## src/rtl/jacobi_feedback.sv

```systemverilog
// Return path of the Jacobi eigen-decomposition loop: captures each rotated
// 3x3 upper triangle, feeds it back as e*, counts iterations and flags completion.
module jacobi_feedback #(
    parameter int WIDTH    = 21,
    parameter int MAX_ITER = 6,
    parameter int TOL      = 16
) (
    input  logic                    clk,
    input  logic                    rst,
    input  logic                    start,
    input  logic                    in_valid,
    input  logic signed [WIDTH-1:0] r1,
    input  logic signed [WIDTH-1:0] r2,
    input  logic signed [WIDTH-1:0] r3,
    input  logic signed [WIDTH-1:0] r5,
    input  logic signed [WIDTH-1:0] r6,
    input  logic signed [WIDTH-1:0] r9,
    output logic                    in_ready,
    output logic signed [WIDTH-1:0] e1,
    output logic signed [WIDTH-1:0] e2,
    output logic signed [WIDTH-1:0] e3,
    output logic signed [WIDTH-1:0] e5,
    output logic signed [WIDTH-1:0] e6,
    output logic signed [WIDTH-1:0] e9,
    output logic                    e_valid,
    output logic [2:0]              iteration_cnt,
    output logic                    done,
    output logic                    converged
);

    typedef enum logic [1:0] {
        ST_IDLE  = 2'd0,
        ST_WAIT  = 2'd1,
        ST_CHECK = 2'd2,
        ST_DONE  = 2'd3
    } state_t;

    localparam logic [WIDTH-1:0] TOL_V = WIDTH'(TOL);
    localparam logic [2:0]       MAX_V = 3'(MAX_ITER);

    state_t                  state_r;
    state_t                  state_s;
    logic signed [WIDTH-1:0] e1_r, e2_r, e3_r, e5_r, e6_r, e9_r;
    logic                    e_valid_r;
    logic [2:0]              cnt_r;
    logic                    converged_r;
    logic                    tol_met_s;
    logic                    last_iter_s;

    // Magnitude that saturates the most negative code instead of wrapping.
    function automatic logic [WIDTH-1:0] abs_sat(input logic signed [WIDTH-1:0] x);
        logic [WIDTH-1:0] res;
        if (x == $signed({1'b1, {(WIDTH-1){1'b0}}})) begin
            res = {1'b0, {(WIDTH-1){1'b1}}};
        end else if (x[WIDTH-1]) begin
            res = $unsigned(-x);
        end else begin
            res = $unsigned(x);
        end
        return res;
    endfunction

    assign tol_met_s   = (abs_sat(e2_r) <= TOL_V) && (abs_sat(e3_r) <= TOL_V) &&
                         (abs_sat(e6_r) <= TOL_V);
    assign last_iter_s = ((cnt_r + 3'd1) == MAX_V);

    // Next-state decode; start overrides everything else.
    always_comb begin
        state_s = state_r;
        if (start) begin
            state_s = ST_WAIT;
        end else begin
            case (state_r)
                ST_IDLE:  state_s = ST_IDLE;
                ST_WAIT:  state_s = in_valid ? ST_CHECK : ST_WAIT;
                ST_CHECK: state_s = (tol_met_s || last_iter_s) ? ST_DONE : ST_WAIT;
                ST_DONE:  state_s = ST_DONE;
                default:  state_s = ST_IDLE;
            endcase
        end
    end

    // State, feedback matrix, iteration counter and verdict registers.
    always_ff @(posedge clk) begin
        if (rst) begin
            state_r     <= ST_IDLE;
            e1_r        <= '0;
            e2_r        <= '0;
            e3_r        <= '0;
            e5_r        <= '0;
            e6_r        <= '0;
            e9_r        <= '0;
            e_valid_r   <= 1'b0;
            cnt_r       <= 3'd0;
            converged_r <= 1'b0;
        end else begin
            state_r <= state_s;
            if (start) begin
                e_valid_r   <= 1'b0;
                cnt_r       <= 3'd0;
                converged_r <= 1'b0;
            end else begin
                case (state_r)
                    ST_WAIT: begin
                        if (in_valid) begin
                            e1_r      <= r1;
                            e2_r      <= r2;
                            e3_r      <= r3;
                            e5_r      <= r5;
                            e6_r      <= r6;
                            e9_r      <= r9;
                            e_valid_r <= 1'b1;
                        end
                    end
                    ST_CHECK: begin
                        // Guard keeps the count pinned at the budget.
                        if (cnt_r != MAX_V) begin
                            cnt_r <= cnt_r + 3'd1;
                        end
                        converged_r <= tol_met_s;
                    end
                    default: begin
                        cnt_r <= cnt_r;
                    end
                endcase
            end
        end
    end

    assign in_ready      = (state_r == ST_WAIT);
    assign done          = (state_r == ST_DONE);
    assign e1            = e1_r;
    assign e2            = e2_r;
    assign e3            = e3_r;
    assign e5            = e5_r;
    assign e6            = e6_r;
    assign e9            = e9_r;
    assign e_valid       = e_valid_r;
    assign iteration_cnt = cnt_r;
    assign converged     = converged_r;

endmodule

```

## config.mk

```make
export PLATFORM = sky130hd
export DESIGN_NAME = jacobi_feedback
export DESIGN_NICKNAME = d
export VERILOG_FILES = /design/src/rtl/jacobi_feedback.sv
export SDC_FILE = /design/constraint.sdc
export NUM_CORES = 1
export LEC_CHECK = 0
export ABC_AREA = 1
export CAP_MARGIN = 5
export CORE_ASPECT_RATIO = 1.75
export CORE_MARGIN = 10
export CORE_UTILIZATION = 31
export CTS_CLUSTER_DIAMETER = 50
export DETAILED_ROUTE_END_ITERATION = 8
export PLACE_DENSITY = 0.65
export SYNTH_ARGS = -nofsm -noshare
export SYNTH_HDL_FRONTEND = slang
export SYNTH_SLANG_ARGS = --single-unit
```

## constraint.sdc

```tcl
create_clock -name clk -period 3.2 [get_ports clk]
set_clock_uncertainty 0.1 [all_clocks]
set_input_delay 0.48 -clock clk [delete_from_list [all_inputs] [get_ports clk]]
set_output_delay 0.48 -clock clk [all_outputs]
set_load 0.05 [all_outputs]
```

; ---- Word level (Yosys, flattened, before mapping)
; Cells that the tools add are included.
; W data, S select, Z words.
[word_totals]
ff_bits = 133
in_bits = 130
output_inout_bits = 133
elab_cells = 45
[op_classes]
add_sub_neg = 4
order_cmp = 3
n_eq_ne = 8
n_mux = 10
bitwise = 1
reduce_logical = 8
[op_table]
columns = op, n
row1 = $mux W21, 6
row2 = $eq A21 B21 Y1 const B, 3
row3 = $le A21 B5 Y1 const B, 3
row4 = $neg A21 Y21, 3
row5 = $pmux W2 S4, 1
row6 = $eq A2 B2 Y1 const B, 2
row7 = $mux W2, 2
row8 = $reduce_and A2 Y1, 2
row9 = $add A3 B1 Y3 const B, 1
row10 = $eq A3 B3 Y1 const B, 1
row11 = $ne A3 B3 Y1 const B, 1
row12 = $reduce_and A3 Y1, 1
row13 = $eq A2 B1 Y1 const B, 1
row14 = $logic_and A1 B1 Y1, 2
row15 = $logic_not A2 Y1, 1
row16 = $reduce_or A2 Y1, 1
row17 = $logic_or A1 B1 Y1, 1
row18 = $mux W1, 1
row19 = $not A1 Y1, 1

; ---- Longest topological paths before layout
; Gate-level depths: netlist (run 1).
[depth]
ltp_word = 10
ltp_mapped = 20
mapped_depth_nobuf = 20

; ---- Worst setup path before layout (run 1)
; No wires, ideal clock.
[synth_timing]
kind = reg-to-reg
start = reg e3_r[0], in the netlist e3[0]
end = reg state_r[1]
setup_ns = 0.066
t_arrival_ns = 2.092
t_required_ns = 3.034
setup_slack_ns = 0.942
stages_incl_launch_ff = 18
path_cell_list = dfxtp_1 > inv_1 > ha_1 > nand2_2 > nor2_8 > nand2_1 > nand2_1 > nand2_1 > nand2_1 > nor2_1 > nand2_1 > nor2_1 > nand2_1 > nor2_1 > nand2_1 > nand2_1 > nand2_1 > a21oi_2
[synth_via]
elab_chain_cells = 9
word_cells_on_any_way = 10
classes_between = add/sub: 1 / order compare: 1 / eq/ne: 1 / mux: 4 / reduce/logical: 3
[synth_rtl]
columns = item, line
row1 = "start, declared", 43  ; logic signed [WIDTH-1:0] e1_r, e2_r, e3_r, e5_r, e6_r, e9_r;
row2 = "start signal, assigned", 108  ; e3_r <= r3;
row3 = $neg A21 Y21, 56  ; res = $unsigned(-x);
row4 = $mux W21, 55  ; end else if (x[WIDTH-1]) begin
row5 = $mux W21 (*), 53  ; if (x == $signed({1'b1, {(WIDTH-1){1'b0}}})) begin
row6 = $le A21 B5 Y1 (*), 63  ; assign tol_met_s = (abs_sat(e2_r) <= TOL_V) && (abs_sat(e3_r) <= TOL_V) &&
row7 = $logic_and A1 B1 Y1 (*) (2 in a row), 63
row8 = $logic_or A1 B1 Y1 (*), 76  ; ST_CHECK: state_s = (tol_met_s || last_iter_s) ? ST_DONE : ST_WAIT;
row9 = $mux W2 (*), 76
row10 = $pmux W2 S4 (*), 73  ; case (state_r)
row11 = "end signal, assigned", 97  ; state_r <= state_s;
row12 = "end, declared", 41  ; state_t state_r;
; Every way passes the cells marked *; elsewhere a longest branch is shown, timed or not.
; A chain may end at the register's enable or synchronous reset.

; ---- Worst setup path in the final report (run 1)
[layout_timing]
start = reg e3_r[20], in the netlist e3[20]
end = out e3[20]
[layout_lines]
columns = item, line
row1 = "end, declared", 21  ; output logic signed [WIDTH-1:0] e3,
; No word-level cell between the ends.

==> flow_summary.yaml, run 1 <==
run_status:
  status: "completed"
critical_path:
  endpoint_kind: "output pin"
  reg2reg_to: "state_r[1]$_SDFF_PP0_"
  timing.rr.start: "e3[20]$_SDFFE_PP0P_"
  crit_start: "e3[20]$_SDFFE_PP0P_"
  crit_path_start_kind: "flop"
  endpoint: "e3[20]"
  path_cells: "clkdlybuf4s50_1"
  crit_arrival_ps: 2220
  ff2ff_setup_slack_ps: 810
  cpLargestDelayFamily: "buffers and inverters"
  cp.required_ps: 2620
  r2r.worst_path.cells: 14
  critPathKind: "flop to output pin"
  critPathMaxFanout: 26
  cp.depth: 1
  crit_slowest_cell: "clkdlybuf4s50_1"
  slowest_delay_ps: 950
  worstPathBufferInverterCount: 1
place:
  gp_congestion: 0.918
  place_ws_ps: 801
  io_buffers: 262
  hpwl_mm: 20.5
  place_area_um2: 9510
timing:
  drv_slew: 0
  period_share_pct: 87.4
  worst_pin_slew_ps: 816
  grt_setup_unrepaired: "no"
  hold_viol: 0
  tns_ps: 0
  maxSlewHeadroom_pct: 45.5
  timing.final.ws_setup_ps: 403
  setup_viol: 0
  fin_crit_ps: 2800
  max_freq_ghz: 0.357
clock_network:
  clkSinkCount: 133
  cts_htree_levels: 4
  cts.root.buffer_cell: "clkbuf_16"
  post-cts-setup-buffers: 0
  cts_buffers: 17
  postCtsHoldBufs: 0
  clockBufferDepth: 2
  cts_tree: "yes"
  clock_latency_ps: 420
  cts.clk_slew.worst_paths_ps: 60
  cts-resized-gates: 0
power_and_ir_drop:
  p_seq_share_pct: 36.4
  p_leak_nw: 4.48
  p_sw_mw: 1.52
  pwr-share-comb_pct: 22.7
  clockPowerShare_pct: 40.9
  max-vdd-ir-drop_mv: 0.415
  powerDensity_nw_per_um2: 488
  p_int_mw: 3.42
  total_power_mw: 4.94
  netSwitchingFraction_pct: 30.7
global_routing:
  antenna_found_initial: 1
  grt-ovfl-total: 0
  grt_pass1_wl_mm: 41.2
  grt_util_all_layers_pct: 18.7
  grt_max_degree: 73
  grt_pass1_vias: 7768
yosys:
  synthSimpleGateAreaFrac_pct: 33.8
  ys_types: 24
  synth_nets: 1189
  synth-xor-area-share_pct: 0.262
  synth_seq_cells: 133
  synth_top_family_by_area: "simple AND/OR/NAND/NOR gates"
  synth.yosys.seq_area_share_pct: 39.9
  synth.mux.area_fraction_pct: 0
  ys_warn_count: 0
  synth_top_cell_area_share_pct: 39.9
  ys_top_cells_by_area: "dfxtp_1 40%, nand2_1 13%, nor2_1 12%"
  synthAdderAreaFrac_pct: 1.12
  synth_compound_area_share_pct: 16.5
  syn_area_um2: 6680
  yosysTopAreaCell: "dfxtp_1"
  synthCells: 1053
  avgSynthCellArea_um2: 6.34
layout:
  antennaDiodeCount: 0
  nNetsFinal: 1430
  layout-drive-gt1-share_pct: 5.74
  final_cell_area_um2: 10100
  syn2layout_area_growth_pct: 51.6
floorplanning:
  die_y_um: 214
  io_pins: 263
  core_area_um2: 21300
  num_rows: 71
  initial_core_util_pct: 31.3
  die_area_um2: 28000
  die_x_um: 131
detailed_routing:
  routed_via_density: 4.82
  dr_wl_met2_mm: 14.1
  wl_mm: 26.1
  vias: 7536
  post_drt_wl_per_cell_um: 16.7
  drtIter0Drc: 356
  detail-route-antenna-nets: 0
  top_layer_used: "met5"
  drcViolationCount: 0
  dr_wl_met3_mm: 2.23
  met1_length_mm: 8.88
  dr.pass1.iters: 5
job:
  maxCapViolCount: 0
worst_hold_path:
  worstHoldPathType: "flop to flop"
  hold_path_depth: 2
  hold_path.startpoint: "e_valid$_SDFFE_PP0P_"
-- stage by stage --
| step | hold slack, ps | utilization (%) | cells |
|---|---|---|---|
| CTS | 365 | 47.5 | 1562 |
| global route | 381 | 47.5 | 1562 |
| floorplan | 395 | - | 1053 |
| global placement | 349 | 44.6 | 1530 |
| finish | 365 | 47.5 | 1562 |
| detailed placement | 356 | 44.6 | 1530 |
-- how the worst min path moves through the flow --
stage | endpoint | slack [ps]
after global routing | e_valid$_SDFFE_PP0P_ | 380
after global placement | e_valid$_SDFFE_PP0P_ | 350
after detailed placement | e_valid$_SDFFE_PP0P_ | 360
after CTS | e_valid$_SDFFE_PP0P_ | 370
after floorplan | state_r[1]$_SDFF_PP0_ | 390
final | e_valid$_SDFFE_PP0P_ | 370
-- per-layer routing --
layer	GRT usage, %	up-vias
met4	8.00	2
met2	34.7	241
met3	7.37	42
met5	0	-
li1	-	3827
met1	17.1	3424
-- sequential cells by signal, summed over array words and instances (netlist names) --
register / cells
e6: 21
state_r: 2
e2: 21
e9: 21
e5: 21
e1: 21
iteration_cnt: 3
e_valid: 1
e3: 21
converged: 1
-- logic make-up after synthesis --
logic type      after synthesis
buf+inv                     145
xor+xnor                      2
compound gates              220
flops                       133
fa+ha+maj                     6
simple gates                547
-- area by class of cell --
cell class | instances | area, µm²
clock inverter | 12 | 154
sequential | 133 | 2660
fill | 2215 | 11200
timing repair buffer | 270 | 2700
tap | 255 | 319
multi-input combinational | 775 | 3460
inverter | 97 | 367
clock buffer | 20 | 457
-- synth_stat cells --
cell type	instances
a21oi_1	70
a21oi_2	1
buf_1	1
buf_2	10
clkbuf_1	37
clkinv_1	2
dfxtp_1	133
ha_1	6
inv_1	89
inv_2	6
nand2_1	239
nand2_2	9
nand3_1	62
nand3_2	3
nand3b_1	2
nand4_1	2
nor2_1	215
nor2_2	8
nor2_4	5
nor2_8	1
nor3_1	1
o21ai_0	142
o21ai_1	7
xor2_1	2
-- cells in the final DEF, fill, tap and decap left out, types with 2 or more instances in the layout --
cell type,synthesis,routed
clkdlybuf4s50_1,0,262
nand2_1,239,239
nor2_1,215,214
o21ai_0,142,142
dfxtp_1,133,133
inv_1,89,87
a21oi_1,70,70
nand3_1,62,62
clkbuf_16,0,17
nand2_2,9,9
nor2_2,8,8
inv_2,6,7
o21ai_1,7,7
buf_4,0,7
nor2_4,5,6
ha_1,6,6
nand3_2,3,3
clkinv_2,0,3
bufinv_16,0,3
clkinvlp_4,0,3
clkinv_4,0,3
xor2_1,2,2
clkinv_1,2,2
nand4_1,2,2
nand3b_1,2,2
clkbuf_8,0,2
-- power by group through the flow --
stage	logic [mW]	clock network, mW	registers (mW)
detailed placement	1.13	0	1.83
finish	1.12	2.02	1.80
global route	1.23	2.13	1.81
floorplan	0.461	0	2.05
CTS	1.13	2.07	1.80
global placement	1.12	0	1.83
(Power assumes the default switching activity.)
==> run 2: changes to the inputs <==
- SLEW_MARGIN: not set -> 20
==> results of run 2 <==
Same layout as run 1: the final DEF is identical, and so are final timing and power.
